$ cat src/rtl/l2_req_arb_if.sv
// Bundle of the I-side, D-side and L2 handshake buses seen by the L2 request arbiter.
// master is the arbiter's view; slave is the view of the clients and the L2 together.
interface l2_req_arb_if;
  logic         l1i_req_valid;
  logic         l1i_req_ack;
  logic [31:0]  l1i_req_addr;
  logic         l1i_rsp_valid;
  logic [127:0] l1i_rsp_load_data;

  logic         l1d_req_valid;
  logic         l1d_req_ack;
  logic [31:0]  l1d_req_addr;
  logic [127:0] l1d_req_store_data;
  logic [3:0]   l1d_req_opcode;
  logic         l1d_rsp_valid;
  logic [127:0] l1d_rsp_load_data;

  logic         l2_req_valid;
  logic         l2_req_ack;
  logic [31:0]  l2_req_addr;
  logic [127:0] l2_req_store_data;
  logic [3:0]   l2_req_opcode;
  logic         l2_rsp_valid;
  logic [127:0] l2_rsp_load_data;

  logic [63:0]  i_grants;
  logic [63:0]  d_grants;

  modport master (
    input  l1i_req_valid, l1i_req_addr,
    output l1i_req_ack, l1i_rsp_valid, l1i_rsp_load_data,
    input  l1d_req_valid, l1d_req_addr, l1d_req_store_data, l1d_req_opcode,
    output l1d_req_ack, l1d_rsp_valid, l1d_rsp_load_data,
    output l2_req_valid, l2_req_addr, l2_req_store_data, l2_req_opcode,
    input  l2_req_ack, l2_rsp_valid, l2_rsp_load_data,
    output i_grants, d_grants
  );

  modport slave (
    output l1i_req_valid, l1i_req_addr,
    input  l1i_req_ack, l1i_rsp_valid, l1i_rsp_load_data,
    output l1d_req_valid, l1d_req_addr, l1d_req_store_data, l1d_req_opcode,
    input  l1d_req_ack, l1d_rsp_valid, l1d_rsp_load_data,
    input  l2_req_valid, l2_req_addr, l2_req_store_data, l2_req_opcode,
    output l2_req_ack, l2_rsp_valid, l2_rsp_load_data,
    input  i_grants, d_grants
  );
endinterface

$ cat src/rtl/l2_req_arb.sv
// Round-robin arbiter merging L1I and L1D requests onto a single L2 port,
// one request outstanding at a time; every output is a register.
module l2_req_arb (
  input logic          clk,
  input logic          reset,
  l2_req_arb_if.master bus
);
  localparam logic [3:0] OP_LOAD = 4'd4;

  typedef enum logic [1:0] {IDLE, ISSUE, WAIT_RSP} state_t;

  state_t state;
  logic   owner_d;   // current owner: 1 = D-side
  logic   last_d;    // most recent grant went to D-side
  logic   grant_d;
  logic   fwd;

  // On a tie the side not granted last wins.
  always_comb begin
    grant_d = bus.l1d_req_valid && (!bus.l1i_req_valid || !last_d);
    fwd     = bus.l2_rsp_valid &&
              ((state == WAIT_RSP) || ((state == ISSUE) && bus.l2_req_ack));
  end

  always_ff @(posedge clk) begin
    if (reset) begin
      state                 <= IDLE;
      owner_d               <= 1'b0;
      last_d                <= 1'b0;
      bus.l1i_req_ack       <= 1'b0;
      bus.l1d_req_ack       <= 1'b0;
      bus.l1i_rsp_valid     <= 1'b0;
      bus.l1d_rsp_valid     <= 1'b0;
      bus.l1i_rsp_load_data <= '0;
      bus.l1d_rsp_load_data <= '0;
      bus.l2_req_valid      <= 1'b0;
      bus.l2_req_addr       <= '0;
      bus.l2_req_store_data <= '0;
      bus.l2_req_opcode     <= '0;
      bus.i_grants          <= '0;
      bus.d_grants          <= '0;
    end else begin
      bus.l1i_req_ack   <= 1'b0;
      bus.l1d_req_ack   <= 1'b0;
      bus.l1i_rsp_valid <= 1'b0;
      bus.l1d_rsp_valid <= 1'b0;

      if (fwd) begin
        if (owner_d) begin
          bus.l1d_rsp_valid     <= 1'b1;
          bus.l1d_rsp_load_data <= bus.l2_rsp_load_data;
        end else begin
          bus.l1i_rsp_valid     <= 1'b1;
          bus.l1i_rsp_load_data <= bus.l2_rsp_load_data;
        end
      end

      case (state)
        IDLE: begin
          if (bus.l1i_req_valid || bus.l1d_req_valid) begin
            state            <= ISSUE;
            bus.l2_req_valid <= 1'b1;
            owner_d          <= grant_d;
            last_d           <= grant_d;
            if (grant_d) begin
              bus.l2_req_addr       <= bus.l1d_req_addr;
              bus.l2_req_opcode     <= bus.l1d_req_opcode;
              bus.l2_req_store_data <= bus.l1d_req_store_data;
              bus.l1d_req_ack       <= 1'b1;
              bus.d_grants          <= bus.d_grants + 64'd1;
            end else begin
              bus.l2_req_addr       <= bus.l1i_req_addr;
              bus.l2_req_opcode     <= OP_LOAD;
              bus.l2_req_store_data <= '0;
              bus.l1i_req_ack       <= 1'b1;
              bus.i_grants          <= bus.i_grants + 64'd1;
            end
          end
        end
        ISSUE: begin
          if (bus.l2_req_ack) begin
            bus.l2_req_valid <= 1'b0;
            state            <= fwd ? IDLE : WAIT_RSP;
          end
        end
        WAIT_RSP: begin
          if (bus.l2_rsp_valid) state <= IDLE;
        end
        default: state <= IDLE;
      endcase
    end
  end
endmodule

$ cat src/flat_wrapper.sv
// flat-port wrapper written by rule: the top's interface ports become plain ports
module l2_req_arb_flat 
  (clk, reset, bus_l1i_req_valid, bus_l1i_req_addr, bus_l1i_req_ack, bus_l1i_rsp_valid, bus_l1i_rsp_load_data, bus_l1d_req_valid, bus_l1d_req_addr, bus_l1d_req_store_data, bus_l1d_req_opcode, bus_l1d_req_ack, bus_l1d_rsp_valid, bus_l1d_rsp_load_data, bus_l2_req_valid, bus_l2_req_addr, bus_l2_req_store_data, bus_l2_req_opcode, bus_l2_req_ack, bus_l2_rsp_valid, bus_l2_rsp_load_data, bus_i_grants, bus_d_grants);
  l2_req_arb_if bus_i ();
  input logic clk;
  input logic reset;
  input wire logic [$bits(bus_i.l1i_req_valid)-1:0] bus_l1i_req_valid;
  input wire logic [$bits(bus_i.l1i_req_addr)-1:0] bus_l1i_req_addr;
  output wire logic [$bits(bus_i.l1i_req_ack)-1:0] bus_l1i_req_ack;
  output wire logic [$bits(bus_i.l1i_rsp_valid)-1:0] bus_l1i_rsp_valid;
  output wire logic [$bits(bus_i.l1i_rsp_load_data)-1:0] bus_l1i_rsp_load_data;
  input wire logic [$bits(bus_i.l1d_req_valid)-1:0] bus_l1d_req_valid;
  input wire logic [$bits(bus_i.l1d_req_addr)-1:0] bus_l1d_req_addr;
  input wire logic [$bits(bus_i.l1d_req_store_data)-1:0] bus_l1d_req_store_data;
  input wire logic [$bits(bus_i.l1d_req_opcode)-1:0] bus_l1d_req_opcode;
  output wire logic [$bits(bus_i.l1d_req_ack)-1:0] bus_l1d_req_ack;
  output wire logic [$bits(bus_i.l1d_rsp_valid)-1:0] bus_l1d_rsp_valid;
  output wire logic [$bits(bus_i.l1d_rsp_load_data)-1:0] bus_l1d_rsp_load_data;
  output wire logic [$bits(bus_i.l2_req_valid)-1:0] bus_l2_req_valid;
  output wire logic [$bits(bus_i.l2_req_addr)-1:0] bus_l2_req_addr;
  output wire logic [$bits(bus_i.l2_req_store_data)-1:0] bus_l2_req_store_data;
  output wire logic [$bits(bus_i.l2_req_opcode)-1:0] bus_l2_req_opcode;
  input wire logic [$bits(bus_i.l2_req_ack)-1:0] bus_l2_req_ack;
  input wire logic [$bits(bus_i.l2_rsp_valid)-1:0] bus_l2_rsp_valid;
  input wire logic [$bits(bus_i.l2_rsp_load_data)-1:0] bus_l2_rsp_load_data;
  output wire logic [$bits(bus_i.i_grants)-1:0] bus_i_grants;
  output wire logic [$bits(bus_i.d_grants)-1:0] bus_d_grants;
  assign bus_i.l1i_req_valid = bus_l1i_req_valid;
  assign bus_i.l1i_req_addr = bus_l1i_req_addr;
  assign bus_l1i_req_ack = bus_i.l1i_req_ack;
  assign bus_l1i_rsp_valid = bus_i.l1i_rsp_valid;
  assign bus_l1i_rsp_load_data = bus_i.l1i_rsp_load_data;
  assign bus_i.l1d_req_valid = bus_l1d_req_valid;
  assign bus_i.l1d_req_addr = bus_l1d_req_addr;
  assign bus_i.l1d_req_store_data = bus_l1d_req_store_data;
  assign bus_i.l1d_req_opcode = bus_l1d_req_opcode;
  assign bus_l1d_req_ack = bus_i.l1d_req_ack;
  assign bus_l1d_rsp_valid = bus_i.l1d_rsp_valid;
  assign bus_l1d_rsp_load_data = bus_i.l1d_rsp_load_data;
  assign bus_l2_req_valid = bus_i.l2_req_valid;
  assign bus_l2_req_addr = bus_i.l2_req_addr;
  assign bus_l2_req_store_data = bus_i.l2_req_store_data;
  assign bus_l2_req_opcode = bus_i.l2_req_opcode;
  assign bus_i.l2_req_ack = bus_l2_req_ack;
  assign bus_i.l2_rsp_valid = bus_l2_rsp_valid;
  assign bus_i.l2_rsp_load_data = bus_l2_rsp_load_data;
  assign bus_i_grants = bus_i.i_grants;
  assign bus_d_grants = bus_i.d_grants;
  l2_req_arb u_core (.clk(clk), .reset(reset), .bus(bus_i));
endmodule
$ cat config.mk
export PLATFORM = sky130hd
export DESIGN_NAME = l2_req_arb_flat
export DESIGN_NICKNAME = d
export VERILOG_FILES = /design/src/rtl/l2_req_arb_if.sv /design/src/rtl/l2_req_arb.sv /design/src/flat_wrapper.sv
export SDC_FILE = /design/constraint.sdc
export NUM_CORES = 1
export LEC_CHECK = 0
export ABC_AREA = 1
export CAP_MARGIN = 20
export CORE_AREA = 3 3 343 345
export DETAILED_ROUTE_END_ITERATION = 10
export DIE_AREA = 0 0 346 348
export GPL_TIMING_DRIVEN = 0
export PLACE_DENSITY = 0.47
export SYNTH_ARGS = -nofsm -noshare
export SYNTH_HDL_FRONTEND = slang
export SYNTH_SLANG_ARGS = --single-unit
$ cat constraint.sdc
create_clock -name clk -period 4.48 [get_ports clk]
set_input_delay 0.896 -clock clk [delete_from_list [all_inputs] [get_ports clk]]
set_output_delay 0.896 -clock clk [all_outputs]
set_load 0.01 [all_outputs]
==> impl_metrics.sql <==
INSERT INTO impl_metrics (metric_group, metric, value, unit) VALUES
('power_and_ir_drop', 'power_density', '358.1', 'mW/mm^2'),
('grt', 'grt_pass1_vias', '24147', ''),
('timing', 'fin_clk_skew', '0.01551', 'ns'),
('clock_tree', 'worstSkewPairLatency', '0.65', 'ns'),
('run_status', 'run_status', 'completed', ''),
('timing', 'final_min_period_over_clock_period', '0.6679', ''),
('timing', 'period_needed', '2.992', 'ns'),
('synthesis', 'synth-main-ff-cell', 'sky130_fd_sc_hd__dfxtp_1', ''),
('clock_tree', 'tritoncts', 'yes', ''),
('die', 'core_region_area', '0.1145', 'mm^2'),
('grt', 'global_route_wire_length_before_repair', '181300', 'um'),
('cells_and_area', 'area.growth.synth_to_final', '57.79', '%'),
('power_and_ir_drop', 'irDropWorstVdd', '0.2112', 'mV'),
('clock_tree', 'post-cts-setup-buffers', '0', ''),
('clock_tree', 'htreeDepth', '3', ''),
('critical_path', 'criticalPathCategory', 'in2reg', ''),
('clock_tree', 'clk_root_buffer_cell', 'sky130_fd_sc_hd__clkbuf_16', ''),
('clock_tree', 'cts.sinks', '556', ''),
('placement', 'place_inst', '5561', ''),
('timing', 'tightestPinTransition', '1.097', 'ns'),
('cells_and_area', 'post_layout_nonfiller_instances', '5694', ''),
('critical_path', 'worst-endpoint-arrival', '3.55', 'ns'),
('synthesis', 'synth-seq-area-share', '0.4902', ''),
('timing', 'setup_total_negative_slack', '0', 'ns'),
('synthesis', 'yosys_warn_count', '0', ''),
('cells_and_area', 'nets', '4455', ''),
('critical_path', 'critical_path_required', '5.04', 'ns'),
('grt', 'remaining_global_route_overflow', '0', ''),
('detailed_routing', 'drc', '0', ''),
('power_and_ir_drop', 'power.leakage', '12.21', 'nW'),
('synthesis', 'edff_count_synth', '0', ''),
('grt', 'grt.total_usage', '0.2057', ''),
('synthesis', 'ys_async_rst_share', '0', ''),
('synthesis', 'post_synth_instance_area', '0.02271', 'mm^2'),
('placement', 'place_ws', '0.8213', 'ns'),
('timing', 'rel_slew_slack', '0.2688', ''),
('timing', 'max_freq', '0.3342', 'GHz'),
('grt', 'number_of_antenna_violations_at_the_first_check_in_global_routing', '14', ''),
('grt', 'grt_start_max_net_pins', '12', ''),
('detailed_routing', 'first_pass_iters', '5', ''),
('detailed_routing', 'avgRoutedWirePerCell', '22.81', 'um'),
('detailed_routing', 'vias_per_cell', '4.446', ''),
('detailed_routing', 'route.vias.total', '25315', ''),
('die', 'die-area', '0.1204', 'mm^2'),
('critical_path', 'cp_max_fo', '10', ''),
('clock_tree', 'cts.clk_slew.worst_paths', '0.06', 'ns'),
('synthesis', 'flops_latches_synth', '556', ''),
('placement', 'place_hpwl', '106700', 'um'),
('synthesis', 'number_of_standard_cells_after_synthesis', '3165', ''),
('detailed_routing', 'detail_route.wirelength', '129900', 'um'),
('clock_tree', 'cts_resized', '0', ''),
('timing', 'slew_violations', '0', ''),
('timing', 'fin_worst_hold_slack', '0.4579', 'ns'),
('clock_tree', 'cts-hold-fix-buffers', '0', ''),
('detailed_routing', 'drtIter0Drc', '1772', ''),
('placement', 'port-buffer-count', '881', ''),
('placement', 'gp_routability_congestion', '0.9054', ''),
('die', 'rows', '124', ''),
('die', 'io-pin-count', '883', ''),
('die', 'die_h', '348', 'um'),
('die', 'die_w', '346', 'um'),
('clock_tree', 'num_cts_buffers', '72', ''),
('detailed_routing', 'route.antenna.remaining_nets', '0', ''),
('job', 'max_capacitance_violation_count', '0', ''),
('clock_tree', 'ctsLongestPathBuffers', '3', ''),
('timing', 'final.setup.worst_slack', '1.488', 'ns'),
('die', 'initial_utilization', '0.1983', ''),
('synthesis', 'synthDistinctLibCells', '41', ''),
('synthesis', 'syn_avg_cell_area', '7.174', 'um^2'),
('cells_and_area', 'layout-drive-gt1-share', '0.05772', ''),
('synthesis', 'synth.net_count', '3497', ''),
('min_path', 'hold_class', 'reg2reg', ''),
('critical_path', 'worstSetupStartpointType', 'input pin', ''),
('timing', 'final-setup-viol-count', '0', ''),
('timing', 'timing_hold_violations_final', '0', ''),
('timing', 'rsz0062_at_grt', 'no', ''),
('power_and_ir_drop', 'power', '12.83', 'mW'),
('critical_path', 'critical_path.endpoint_type', 'register', '');
[area by class of cell]
class	instances	area, um^2
multi-input cells	2261	10120
flip-flops and latches	556	11130
repair buffers	884	8864
inverters	161	604.3
diodes	7	17.52
clock inverters	21	221.5
clock buffers	105	2127
fillers	12552	78670
well taps	1512	1892
plain buffers	187	845.8
[final timing paths]
check | startpoint | slack (ns) | end | depth (start not counted)
setup / recovery | bus_l1d_req_valid | 1.49 | u_core.bus.l2_req_addr[23] | 8
hold / removal | u_core.bus.l1i_rsp_load_data[50] | 0.46 | u_core.bus.l1i_rsp_load_data[50] | 2
setup reg to reg | u_core.state[1] | 2.01 | u_core.bus.l2_req_addr[23] | 6
hold reg to reg | u_core.bus.l1i_rsp_load_data[50] | 0.46 | u_core.bus.l1i_rsp_load_data[50] | 2
[sequential cells by signal, summed over array words and instances (netlist names), 2 cells and up]
name and flops:
u_core.bus.l2_req_addr 32, u_core.state 2, u_core.bus.l1i_rsp_load_data 128, u_core.bus.l2_req_store_data 128
u_core.bus.i_grants 64, u_core.bus.l1d_rsp_load_data 128, u_core.bus.l2_req_opcode 4, u_core.bus.d_grants 64
[cells in the final DEF, fill, tap and decap left out, types with 10 or more instances in the layout]
cell / n
sky130_fd_sc_hd__clkbuf_1: 117
sky130_fd_sc_hd__inv_1: 159
sky130_fd_sc_hd__nor3b_1: 10
sky130_fd_sc_hd__clkbuf_16: 73
sky130_fd_sc_hd__clkinv_2: 11
sky130_fd_sc_hd__clkdlybuf4s50_1: 881
sky130_fd_sc_hd__clkbuf_8: 18
sky130_fd_sc_hd__a31oi_1: 37
sky130_fd_sc_hd__nor3_1: 20
sky130_fd_sc_hd__buf_2: 67
sky130_fd_sc_hd__nand3_1: 335
sky130_fd_sc_hd__nand2_1: 960
sky130_fd_sc_hd__nand4_1: 32
sky130_fd_sc_hd__nor2_4: 12
sky130_fd_sc_hd__nor2_2: 13
sky130_fd_sc_hd__o21ai_0: 42
sky130_fd_sc_hd__a21oi_1: 449
sky130_fd_sc_hd__dfxtp_1: 556
sky130_fd_sc_hd__nor2_1: 301
sky130_fd_sc_hd__buf_4: 14
[stage by stage]
| stage | utilization | cell area [um^2] |
|---|---|---|
| 2_1_floorplan | - | 22710 |
| 3_3_place_gp | 0.2918 | 33420 |
| 3_5_place_dp | 0.2922 | 33460 |
| 4_1_cts | 0.3127 | 35810 |
| 5_1_grt | 0.3128 | 35820 |
| 6_report | 0.3129 | 35830 |
[critical path, stage by stage]
cell,delay [ns]
sky130_fd_sc_hd__clkdlybuf4s50_1,0.59
sky130_fd_sc_hd__inv_1,0.07
sky130_fd_sc_hd__nand2_1,0.13
sky130_fd_sc_hd__nand2_1,0.28
sky130_fd_sc_hd__nor2_4,0.61
sky130_fd_sc_hd__buf_2,0.59
sky130_fd_sc_hd__nand2_1,0.19
sky130_fd_sc_hd__a31oi_1,0.17
[where the power goes]
group          leakage, nW  internal, mW  switching, mW
registers             4.51          5.12          0.105
clock network         1.16          3.43           2.42
logic                 6.54         0.739           1.02
[per-layer routing]
layer	up-vias	track usage	part of all wire
met5	-	0	0.00046
met4	8	0.05508	0.024
met3	137	0.05619	0.071
met2	862	0.3608	0.49
met1	12024	0.2470	0.41
li1	12284	-	-
[kinds of logic (layout without fill, tap and decap cells)]
group / Yosys count / in the layout / synth area share
adders and majority gates: 2 / 2 / 0.001102
buffers and inverters: 348 / 1358 / 0.06387
DFF: 556 / 556 / 0.4902
other: 0 / 7 / 0
AOI/OAI and AO/OA: 541 / 541 / 0.1228
xor gates and xnor gates: 6 / 6 / 0.002314
and+or+nand+nor: 1712 / 1712 / 0.3197
[Yosys cell counts (3+ instances only)]
cell type / n / area (um^2)
sky130_fd_sc_hd__nand2_1: 960 / 3603
sky130_fd_sc_hd__dfxtp_1: 556 / 11130
sky130_fd_sc_hd__a21oi_1: 449 / 2247
sky130_fd_sc_hd__nand3_1: 335 / 1677
sky130_fd_sc_hd__nor2_1: 301 / 1130
sky130_fd_sc_hd__inv_1: 159 / 596.8
sky130_fd_sc_hd__clkbuf_1: 103 / 386.6
sky130_fd_sc_hd__buf_2: 67 / 335.3
sky130_fd_sc_hd__o21ai_0: 42 / 210.2
sky130_fd_sc_hd__a31oi_1: 37 / 231.5
sky130_fd_sc_hd__nand4_1: 32 / 200.2
sky130_fd_sc_hd__nor3_1: 20 / 100.1
sky130_fd_sc_hd__buf_4: 14 / 105.1
sky130_fd_sc_hd__nor2_2: 13 / 81.33
sky130_fd_sc_hd__nor2_4: 12 / 135.1
sky130_fd_sc_hd__nor3b_1: 10 / 75.07
sky130_fd_sc_hd__and2_1: 7 / 43.79
sky130_fd_sc_hd__nand2_2: 5 / 31.28
sky130_fd_sc_hd__o21a_1: 5 / 37.54
sky130_fd_sc_hd__xor2_1: 5 / 43.79
sky130_fd_sc_hd__o21bai_1: 4 / 30.03
sky130_fd_sc_hd__nand3_2: 3 / 30.03
sky130_fd_sc_hd__nand3b_1: 3 / 22.52
No activity file was read; power rests on OpenSTA's default activity.
